<file path="src/rtl/cardinal_branch_unit_pkg.sv">
// Shared types and constants for the gshare branch unit and its checkpoint FIFO.
package cardinal_branch_unit_pkg;

  typedef enum logic [1:0] {
    SNT = 2'd0,
    WNT = 2'd1,
    WT  = 2'd2,
    ST  = 2'd3
  } ctr_e;

  localparam logic [3:0] BRANCH_EZ = 4'hA;
  localparam logic [3:0] BRANCH_NZ = 4'hB;

  // Checkpoint layout: index, predicted direction, fall-through PC, target PC, GHR snapshot.
  function automatic int unsigned ckpt_width(input int unsigned addr_w,
                                             input int unsigned idx_w,
                                             input int unsigned hist_w);
    return idx_w + 1 + 2 * addr_w + hist_w;
  endfunction

endpackage

</file>
<file path="src/rtl/cardinal_ckpt_fifo.sv">
// In-order checkpoint FIFO with push, pop and a clear that overrides push.
module cardinal_ckpt_fifo
  import cardinal_branch_unit_pkg::*;
#(
  parameter int unsigned WIDTH = 8,
  parameter int unsigned DEPTH = 2
) (
  input  logic             Clock,
  input  logic             Reset,
  input  logic             push,
  input  logic [WIDTH-1:0] push_data,
  input  logic             pop,
  input  logic             clear,
  output logic [WIDTH-1:0] head_data,
  output logic             full,
  output logic             empty
);

  localparam int unsigned PTR_W = (DEPTH > 1) ? $clog2(DEPTH) : 1;
  localparam int unsigned CNT_W = $clog2(DEPTH + 1);

  logic [WIDTH-1:0] mem [DEPTH];
  logic [PTR_W-1:0] wr_ptr;
  logic [PTR_W-1:0] rd_ptr;
  logic [CNT_W-1:0] count;
  logic             do_push;
  logic             do_pop;

  function automatic logic [PTR_W-1:0] next_ptr(input logic [PTR_W-1:0] p);
    return (p == PTR_W'(DEPTH - 1)) ? '0 : p + 1'b1;
  endfunction

  always_comb begin
    full      = (count == CNT_W'(DEPTH));
    empty     = (count == '0);
    do_push   = push & ~full;
    do_pop    = pop & ~empty;
    head_data = mem[rd_ptr];
  end

  always_ff @(posedge Clock or posedge Reset) begin
    if (Reset) begin
      wr_ptr <= '0;
      rd_ptr <= '0;
      count  <= '0;
    end else if (clear) begin
      wr_ptr <= '0;
      rd_ptr <= '0;
      count  <= '0;
    end else begin
      if (do_push) wr_ptr <= next_ptr(wr_ptr);
      if (do_pop)  rd_ptr <= next_ptr(rd_ptr);
      unique case ({do_push, do_pop})
        2'b10:   count <= count + 1'b1;
        2'b01:   count <= count - 1'b1;
        default: count <= count;
      endcase
    end
  end

  always_ff @(posedge Clock) begin
    if (do_push && !clear) mem[wr_ptr] <= push_data;
  end

endmodule

</file>
<file path="src/rtl/cardinal_branch_unit.sv">
// Gshare predictor with a FIFO of in-flight branch checkpoints; resolves the oldest
// branch, trains its counter and flushes/redirects on misprediction.
module cardinal_branch_unit
  import cardinal_branch_unit_pkg::*;
#(
  parameter int unsigned ADDR_W     = 8,
  parameter int unsigned IDX_W      = 4,
  parameter int unsigned HIST_W     = 4,
  parameter int unsigned PEND_DEPTH = 2,
  parameter logic [1:0]  CTR_INIT   = 2'b01
) (
  input  logic              Clock,
  input  logic              Reset,
  input  logic              fetch_valid,
  input  logic              fetch_is_branch,
  input  logic [ADDR_W-1:0] fetch_pc,
  input  logic [ADDR_W-1:0] fetch_target,
  output logic              pred_taken,
  output logic [ADDR_W-1:0] pred_next_pc,
  output logic              pend_full,
  input  logic              resolve_valid,
  input  logic              resolve_taken,
  output logic              flush,
  output logic [ADDR_W-1:0] redirect_pc,
  output logic              resolve_err
);

  localparam int unsigned CTR_N  = 2 ** IDX_W;
  localparam int unsigned CKPT_W = ckpt_width(ADDR_W, IDX_W, HIST_W);

  typedef struct packed {
    logic [IDX_W-1:0]  idx;
    logic              pred;
    logic [ADDR_W-1:0] fallthrough;
    logic [ADDR_W-1:0] target;
    logic [HIST_W-1:0] ghr;
  } ckpt_t;

  ctr_e              ctr [CTR_N];
  logic [HIST_W-1:0] ghr;
  logic [IDX_W-1:0]  fetch_idx;
  logic [ADDR_W-1:0] fallthrough_pc;
  ckpt_t             push_entry;
  ckpt_t             head;
  logic [CKPT_W-1:0] head_data;
  logic              fifo_empty;
  logic              resolve_hit;
  logic              mispredict;
  logic              do_push;

  always_comb begin
    fetch_idx      = fetch_pc[IDX_W-1:0] ^ IDX_W'(ghr);
    fallthrough_pc = fetch_pc + 1'b1;
    pred_taken     = fetch_is_branch & (ctr[fetch_idx] inside {WT, ST});
    pred_next_pc   = pred_taken ? fetch_target : fallthrough_pc;

    head        = ckpt_t'(head_data);
    resolve_hit = resolve_valid & ~fifo_empty;
    mispredict  = resolve_hit & (resolve_taken != head.pred);
    flush       = mispredict;
    redirect_pc = '0;
    if (mispredict) redirect_pc = resolve_taken ? head.target : head.fallthrough;

    do_push                = fetch_valid & fetch_is_branch & ~pend_full & ~mispredict;
    push_entry.idx         = fetch_idx;
    push_entry.pred        = pred_taken;
    push_entry.fallthrough = fallthrough_pc;
    push_entry.target      = fetch_target;
    push_entry.ghr         = ghr;
  end

  cardinal_ckpt_fifo #(
    .WIDTH (CKPT_W),
    .DEPTH (PEND_DEPTH)
  ) u_ckpt_fifo (
    .Clock     (Clock),
    .Reset     (Reset),
    .push      (do_push),
    .push_data (push_entry),
    .pop       (resolve_hit),
    .clear     (mispredict),
    .head_data (head_data),
    .full      (pend_full),
    .empty     (fifo_empty)
  );

  // History shifts via truncation of {ghr, bit} so HIST_W == 1 needs no special slice.
  always_ff @(posedge Clock or posedge Reset) begin
    if (Reset) begin
      for (int unsigned i = 0; i < CTR_N; i++) ctr[i] <= ctr_e'(CTR_INIT);
      ghr         <= '0;
      resolve_err <= 1'b0;
    end else begin
      if (resolve_hit) begin
        if (resolve_taken) begin
          if (ctr[head.idx] != ST) ctr[head.idx] <= ctr_e'(ctr[head.idx] + 2'd1);
        end else begin
          if (ctr[head.idx] != SNT) ctr[head.idx] <= ctr_e'(ctr[head.idx] - 2'd1);
        end
      end
      if (mispredict)   ghr <= HIST_W'({head.ghr, resolve_taken});
      else if (do_push) ghr <= HIST_W'({ghr, pred_taken});
      if (resolve_valid && fifo_empty) resolve_err <= 1'b1;
    end
  end

endmodule

</file>
<file path="config.mk">
export PLATFORM = sky130hd
export DESIGN_NAME = cardinal_branch_unit
export DESIGN_NICKNAME = d
export VERILOG_FILES = /design/src/rtl/cardinal_branch_unit_pkg.sv /design/src/rtl/cardinal_ckpt_fifo.sv /design/src/rtl/cardinal_branch_unit.sv
export SDC_FILE = /design/constraint.sdc
export NUM_CORES = 1
export LEC_CHECK = 0
export CORE_ASPECT_RATIO = 1.4
export CORE_MARGIN = 3
export CORE_UTILIZATION = 55
export DETAILED_ROUTE_END_ITERATION = 10
export GPL_TIMING_DRIVEN = 0
export PLACE_DENSITY = 0.75
export SLEW_MARGIN = 5
export SYNTH_ARGS = -nofsm -noshare
export SYNTH_HDL_FRONTEND = slang
export SYNTH_SLANG_ARGS = --single-unit
</file>
<file path="constraint.sdc">
create_clock -name Clock -period 10 [get_ports Clock]
set_input_delay 1.5 -clock Clock [delete_from_list [all_inputs] [get_ports Clock]]
set_output_delay 1.5 -clock Clock [all_outputs]
set_load 0.01 [all_outputs]
</file>
==> out/qor.yml <==
outcome:
  status: "complete, no violations"
yosys:
  synth_compound_area_share_pct: 7.40
  synth_simple_gate_area_share_pct: 10.4
  synth_top_family_by_area: "multiplexers"
  synth_nets: 345
  yosysTopAreaCell: "edfxtp_1"
  yosys_warnings: 0
  synth_ff_type: "edfxtp_1"
  synthArstFlopShare_pct: 46.1
  seq_area_frac_synth_pct: 56.8
  ys_seq_elements: 89
  synth_cell_types: 51
  netlist.area_leader.share_pct: 32.9
  synth_xor_area_share_pct: 2.97
  yosys-mux-area-fraction_pct: 19.7
  synthTopCellsByCount: "48 x edfxtp_1, 25 x dfrtp_1, 21 x nor2_1, 20 x mux2_1, 17 x nand2_1"
  yosysMostFrequentCell: "edfxtp_1"
  synth_area_leaders: "edfxtp_1 33%, dfrtp_1 14%, dfstp_2 9.6%"
  synthAdderAreaFrac_pct: 0.857
  synth_edf_count: 48
  synthesis.instances: 320
  avgSynthCellArea_um2: 13.7
  syn_area_mm2: 0.00438
final_layout:
  final_nets: 398
  diodes: 0
  finish.utilization_pct: 67.7
  design_area_mm2: 0.00511
  synthToLayoutAreaGrowth_pct: 16.7
  final_cells: 475
  layout-drive-gt1-share_pct: 18.3
cts:
  cts_sinks: 89
  clk_latency_ns: 0.36
  clk_pin_slew_ns: 0.08
  cts_max_level: 3
  cts_tree: "built"
  cts_root_buf: "clkbuf_8"
  numCtsBuffers: 9
  post_cts_buffers: 0
  ctsLongestPathBuffers: 2
  cts_resized: 0
  cts_hold_buf: 0
global_route:
  grt_first_pass_wirelength_mm: 14.9
  grt_usage_pct: 21.8
  grt_max_degree: 42
  grt-ovfl-total: 0
  grt_pass1_vias: 2910
  antenna_found_initial: 0
sta:
  period_minus_slack_ns: 6.09
  maxSlewViolCount: 0
  tightest_slew_ns: 1.17
  finalHoldViolCount: 0
  finalSetupTns_ns: 0
  setup_violations: 0
  finClkSkew_ns: 0.0130
  hold_ws_ns: 0.460
  timing.fmax_mhz: 164
  relSlewSlack_pct: 22.0
  layout_setup_ws_ns: 3.91
  period_share_pct: 60.9
  rsz0062_at_grt: "false"
critical_path:
  worstSetupPathType: "in2out"
  worst_path_largest_cell_delay_ns: 0.70
  worstPathMaxFanout: 10
  r2r_slack_ns: 6.17
  worstSetupStartpointType: "input pin"
  crit_slowest_cell: "clkdlybuf4s50_1"
  crit_chain: "clkdlybuf4s50_1 -> xor2_2 -> mux4_1 -> o211ai_1 -> o22a_1 -> buf_6 -> mux2_4 -> clkdlybuf4s50_1"
  cp-end-kind: "primary output"
  critPathMostFrequentCell: "clkdlybuf4s50_1"
  arrival_ns: 4.59
  critPathLaunch: "fetch_pc[0]"
  required_ns: 8.50
  rr_startpoint: "u_ckpt_fifo.rd_ptr"
place:
  pre_cts_slack_ns: 3.89
  numPortBuffers: 41
  gp_congestion: 0.782
  hpwl_mm: 6.66
  place_inst: 459
  placed_area_mm2: 0.00493
floorplan:
  core-area_mm2: 0.00755
  start_util_pct: 58.1
  die_area_mm2: 0.00909
  die_h_um: 112
  rows: 37
  pin_count: 42
  die_x_um: 81.4
route:
  ant_nets: 0
  firstDrtPassIters: 4
  drt_drc_violations_left: 0
  wl_mm: 9.20
  routed_via_density: 5.96
  vias: 2831
  wl_per_cell_um: 19.4
  dr.first_iter.drc_count: 190
pwr:
  p_per_area_mw_per_mm2: 269
  power_mw: 1.37
  peakVddDrop_uv: 172
  power.leakage_nw: 1.98
min_path:
  min_path_type: "reg2reg"
  min_from: "resolve_err"
job:
  maxCapViolCount: 0
==> per-layer routing <==
layer	up-vias	routed length, um	GRT usage (%)
met4	0	223	8.68
met3	17	361	4.29
li1	1315	-	-
met2	73	4920	37.7
met5	-	0	0
met1	1426	3700	26.2
==> final cells by class <==
type                            count  area, um^2
Clock inverter                      4        45.0
Clock buffer                       12         135
Tap cell                           97         121
Buffer                             10        47.5
Fill cell                         551        2440
Timing Repair Buffer               42         425
Sequential cell                    89        2490
Multi-Input combinational cell    211        1810
Inverter                           10        37.5
==> cells in the final DEF, fill, tap and decap left out, drive strengths merged, types with 12 or more instances in the layout <==
cell type and instances:
clkbuf 17, and2 12, edfxtp 48, mux2 40
nand2 17, dfrtp 25, nor2 21, clkdlybuf4s50 41
dfstp 16, mux4 14
==> critical path: cells and delay by family <==
| kind | cells | cell delay, ns |
|---|---|---|
| buffers and inverters | 3 | 1.39 |
| multiplexers | 2 | 0.93 |
| XOR/XNOR | 1 | 0.42 |
| AO/OA/AOI/OAI | 2 | 0.34 |
==> final timing paths <==
path | endpoint | depth (start not counted)
min in group asynchronous | ctr[27] | 2
max in group asynchronous | ctr[25] | 2
worst min register to register | resolve_err | 1
worst min-delay path | resolve_err | 1
worst max-delay path | pred_next_pc[2] | 8
worst max register to register | ctr[23] | 12
==> power by group <==
group          internal (mW)  switching, mW  leakage (nW)  total [mW]
clock network          0.115          0.119        0.0941       0.234
logic                  0.263          0.281         0.955       0.543
registers              0.524         0.0726         0.928       0.596
==> kinds of logic (layout without fill, tap and decap cells) <==
group                    Yosys count  in the layout
buffers and inverters             20             78
flip-flops                        89             89
AO/OA/AOI/OAI                     48             48
multiplexers                      59             59
XOR/XNOR                          14             14
adder cells (fa/ha/maj)            3              3
AND/OR/NAND/NOR                   87             87
Note: power is estimated with default switching activity, not from simulation.
